## config.mk

```make
export PLATFORM = sky130hd
export DESIGN_NAME = button_debouncer
export DESIGN_NICKNAME = d
export VERILOG_FILES = /design/src/rtl/button_debouncer.sv
export SDC_FILE = /design/constraint.sdc
export NUM_CORES = 1
export LEC_CHECK = 0
export ABC_AREA = 1
export CORE_AREA = 2 2 39 41
export DETAILED_ROUTE_END_ITERATION = 10
export DIE_AREA = 0 0 41 43
export GPL_TIMING_DRIVEN = 0
export PLACE_DENSITY_LB_ADDON = 0.2
export SYNTH_ARGS = -nofsm -noshare
export SYNTH_HDL_FRONTEND = slang
export SYNTH_SLANG_ARGS = --single-unit
```

## constraint.sdc

```tcl
create_clock -name clock -period 1.45 [get_ports clock]
set_clock_uncertainty 0.1 [all_clocks]
set_input_delay 0.29 -clock clock [delete_from_list [all_inputs] [get_ports clock]]
set_output_delay 0.29 -clock clock [all_outputs]
set_load 0.05 [all_outputs]
```

## src/rtl/button_debouncer.sv

```systemverilog
// rtl/button_debouncer.sv - strobe-sampled push-button debouncer with press/release pulses
//
// Purpose:
//   Cleans up one raw, asynchronous push-button input. The button is
//   synchronized on every clock. It is only sampled on cycles where the
//   external clock-enable strobe is high. A new level is accepted after
//   STABLE_TICKS consecutive samples that differ from the current level.
//
// Parameters:
//   STABLE_TICKS  consecutive differing samples needed to flip the level
//                 (1 .. 2**CNT_WIDTH-1)
//   CNT_WIDTH     width of the stability counter
//
// Ports:
//   clock     in   system clock, rising edge
//   reset     in   synchronous, active-high reset
//   enable    in   sample strobe; every cycle with enable=1 is one sample
//   button    in   raw button, asynchronous to clock
//   level     out  debounced level
//   pressed   out  one-cycle pulse when level goes 0->1
//   released  out  one-cycle pulse when level goes 1->0

module button_debouncer #(
  parameter int STABLE_TICKS = 4,
  parameter int CNT_WIDTH    = 3
) (
  input  logic clock,
  input  logic reset,
  input  logic enable,
  input  logic button,
  output logic level,
  output logic pressed,
  output logic released
);

  // Counter value on the sample that completes a stable run.
  localparam logic [CNT_WIDTH-1:0] LAST_COUNT = CNT_WIDTH'(STABLE_TICKS - 1);

  logic                 sync_meta;
  logic                 sync;
  logic [CNT_WIDTH-1:0] count;

  // Two-flop synchronizer, free-running regardless of the strobe.
  always_ff @(posedge clock) begin
    if (reset) begin
      sync_meta <= 1'b0;
      sync      <= 1'b0;
    end else begin
      sync_meta <= button;
      sync      <= sync_meta;
    end
  end

  // level selects the LOW/HIGH side of the filter; a non-zero count means a
  // change is being qualified. Any agreeing sample abandons the wait, so a
  // bounce restarts the qualification from scratch.
  always_ff @(posedge clock) begin
    if (reset) begin
      level    <= 1'b0;
      count    <= '0;
      pressed  <= 1'b0;
      released <= 1'b0;
    end else begin
      pressed  <= 1'b0;
      released <= 1'b0;
      if (enable) begin
        if (sync == level) begin
          count <= '0;
        end else if (count == LAST_COUNT) begin
          level    <= ~level;
          count    <= '0;
          pressed  <= ~level;
          released <= level;
        end else begin
          count <= count + CNT_WIDTH'(1);
        end
      end
    end
  end

endmodule

```

[After elaboration in Yosys (flattened, before gate mapping)]
Index checks and enable logic that the tools add are counted.
Word-level totals
  bits in registers: 8
  bits of input ports: 4
Operators by class
  add/sub/neg operators: 1
  equal/unequal tests: 2
  muxes and demuxes: 2
  bitwise operators: 4
  reductions and logical operators: 2
Operators by type and width (number)
  $mux 3: 2
  $not 1->1: 4
  $reduce_or 4->1: 1
  $add 3x1->3 const B: 1
  $eq 3x2->1 const B: 1
  $reduce_and 3->1: 1
  $eq 1x1->1: 1

[Logic depth before layout (Yosys ltp)]
  depth after elaboration: 3
  mapped depth: 5
  gate-level depth less buffers: 5

[Worst setup path before layout]
No wires, ideal clock.
  path type: register to register
  from: register level
  to: register count[0]
  data arrival time: 1033 ps
  data required time: 1231 ps
  setup slack: 198 ps
  cell stages (with the launch flop): 6
  buffers on the path: 0
  clock period less this slack: 1252 ps
  path through: dfxtp_1 > inv_1 > nand2_1 > nand2_1 > nand3_1 > a21oi_1
Between the ends
  cells in the longest elaborated chain, start to end: 2
RTL lines
  from (decl): line 31  | output logic level,
  from (signal assigned): line 70  | level <= ~level;
  $eq 1x1->1: line 67  | if (sync == level) begin
  $mux 3: line 67
  to (signal assigned): line 75  | count <= count + CNT_WIDTH'(1);
  to (decl): line 41  | logic [CNT_WIDTH-1:0] count;
Every way passes these cells.
A chain may end at the register's enable or synchronous reset.

[Worst setup path after layout]
  from: register level
  to: output level
No word-level cell between the ends.

==> qor.txt <==
Status -> completed
Worst stage delay on the critical path -> 0.36 ns
Vias in the first global route -> 225
Cells after Synth -> 38
Initial antenna violation count -> 0
Post-synthesis xor/xnor area fraction -> 0%
CP arrival -> 0.89 ns
Core footprint -> 0.00138 mm²
Clock-pin slew on the worst setup and hold paths -> 0.05 ns
Die area -> 0.00176 mm²
Worst Tran Pin Value -> 0.275 ns
WS Path Type -> reg -> out
Mux cell area share after synthesis -> 0%
Die H -> 43 µm
Share of layout cells above drive strength 1 -> 14.9%
Bufs on Longest Clock Path -> 2
H-Tree Depth -> 1
Worst-Skew Late Latency -> 0.25 ns
Routed wire length -> 528 µm
Starting Density -> 21.9%
#FFs+latches synth -> 8
Power Internal -> 329 µW
Total number of vias -> 263
Final Slew Violations -> 0
Filler-free cell count of the finished design -> 63
Part of the power in registers -> 53.9%
Hold_buf cts -> 0
Final worst-path setup slack -> 0.169 ns
Tot Pwr -> 418 µW
Slowest cell on crit path -> dfxtp_1
Hold Path Class -> reg -> reg
Num Clock Sinks -> 8
Post-synthesis adder-cell area fraction -> 4.13%
Post-synth cell types -> 10
Worst-path cell chain -> buf_2
Pre-CTS setup slack -> -0.107 ns
Crit Path Max Fanout -> 4
CTS root buffer -> clkbuf_4
Setup crit start kind -> register
# rows -> 14
Logic pwr share -> 5.4%
Worst Setup End Kind -> output pin
Main combinational cell family by area after synthesis -> simple AND/OR/NAND/NOR gates
Post-CTS Setup Inserts -> 0
Largest net degree at the start of global routing -> 7
Detailed Route Iter0 Violations -> 7
Leakage Power -> 0.000162 µW
CTS Buf Count -> 3
Syn nets -> 43
Hold Vio Cnt, Final -> 0
Detailed Place HPWL -> 399 µm
Worst vdd ir -> 296 µV
First-pass GRT wire length -> 841 µm
Cell Area, Synth -> 303 µm²
Max-cap violations -> 0
Setup TNS -> 0 ns
Clk network pwr share -> 40.7%
Antenna Cells -> 0
Most frequent cells in the layout -> 9 x inv_1, 8 x dfxtp_1, 7 x nand2_1, 4 x a21oi_1
Syn. warnings -> 0
Vias per inst -> 4.17
Final setup vio count -> 0
Switching portion of total power -> 21.2%
Chip Width -> 41 µm
Unrepaired setup endpoints after global routing -> no
Crit-path leading delay family -> flip-flops
Cell Pwr Density -> 1070 mW/mm²
Fin Hold WS -> 0.305 ns
Most common cell after layout, fill and taps aside -> inv_1
Placed Cells -> 60
Required @ worst endpoint -> 1.06 ns
Total I/O pin count -> 7
Max-slew headroom -> 81.7%
I/O Buffers -> 6
Worst path bufs/invs -> 1
Flop2flop setup slack -> 0.36 ns
Post-synthesis simple-gate area fraction -> 21.9%
Pre-antenna DRT Iters -> 2
Compound-Gate Fraction of Synth Area -> 9.92%
Sw power -> 88.8 µW
DRC errors left -> 0
CTS tree -> done
Syn-to-layout area delta -> 28.9%
Nets -> 54
Sequential area share after synthesis -> 52.9%
Max Freq -> 781 MHz
GR Util All Layers -> 7.82%
Fin crit share -> 88.3%
Average wire per standard cell -> 8.38 µm
Final ANT Viol Nets -> 0
Synth Area per Inst -> 7.97 µm²
GRT Residual Overflow -> 0
Crit path time final -> 1.28 ns
Routability Congestion -> 0.740
==> kinds of logic (layout without fill, tap and decap cells) <==
family / count (synthesis) / in the layout
AOI/OAI and AO/OA: 6 / 6
DFF: 8 / 8
and+or+nand+nor: 14 / 14
buffers and inverters: 9 / 18
adders and majority gates: 1 / 1
==> cells in the mapped netlist <==
cell	n	area share, %
nor4_1	2	4.1
a21oi_1	4	6.6
nor2_1	2	2.5
nand3_2	1	3.3
nand3_1	2	3.3
o21ai_0	2	3.3
nand2_1	7	8.7
ha_1	1	4.1
inv_1	9	11
dfxtp_1	8	53
==> sequential cells by signal, summed over array words and instances, names as in the netlist <==
signal / cells
count: 3
level: 1
pressed: 1
released: 1
sync: 1
sync_meta: 1
==> final timing paths <==
check / from / end / depth (start not counted)
setup / recovery: level / level / 1
hold / removal: sync_meta / sync / 2
setup reg to reg: count[1] / level / 4
hold reg to reg: sync_meta / sync / 2
==> stage by stage <==
step / cell area (µm²) / utilization [%]
floorplan: 303 / -
global placement: 383 / 27.7
detailed placement: 383 / 27.7
CTS: 407 / 29.4
global route: 390 / 28.2
finish: 390 / 28.2
==> routing by layer <==
metal / global-route usage, % / share of wire [%]
met5: 0 / 0
met3: 4.71 / 7.0
met4: 8.00 / 3.6
met1: 8.65 / 50
met2: 9.38 / 39
==> power groups by stage <==
stage          Clock [µW]  Combinational [µW]  Sequential, µW
6_report              170                22.6             226
5_1_grt               186                25.0             226
4_1_cts               177                22.9             225
3_5_place_dp            0                22.8             230
3_3_place_gp            0                22.6             230
2_1_floorplan           0                8.91             230
==> area by class of cell <==
type	instances	area [µm²]
Multi-Input combinational cell	21	109
Clock buffer	3	22.5
Timing Repair Buffer	6	45.0
Inverter	9	33.8
Fill cell	164	993
Sequential cell	8	160
Tap cell	16	20.0
==> timing repair <==
item | CTS | global route
resized for setup | 7 | 4
hold endpoints to repair | 0 | 0
setup endpoints to repair | 3 | 3
(Power assumes the default switching activity.)
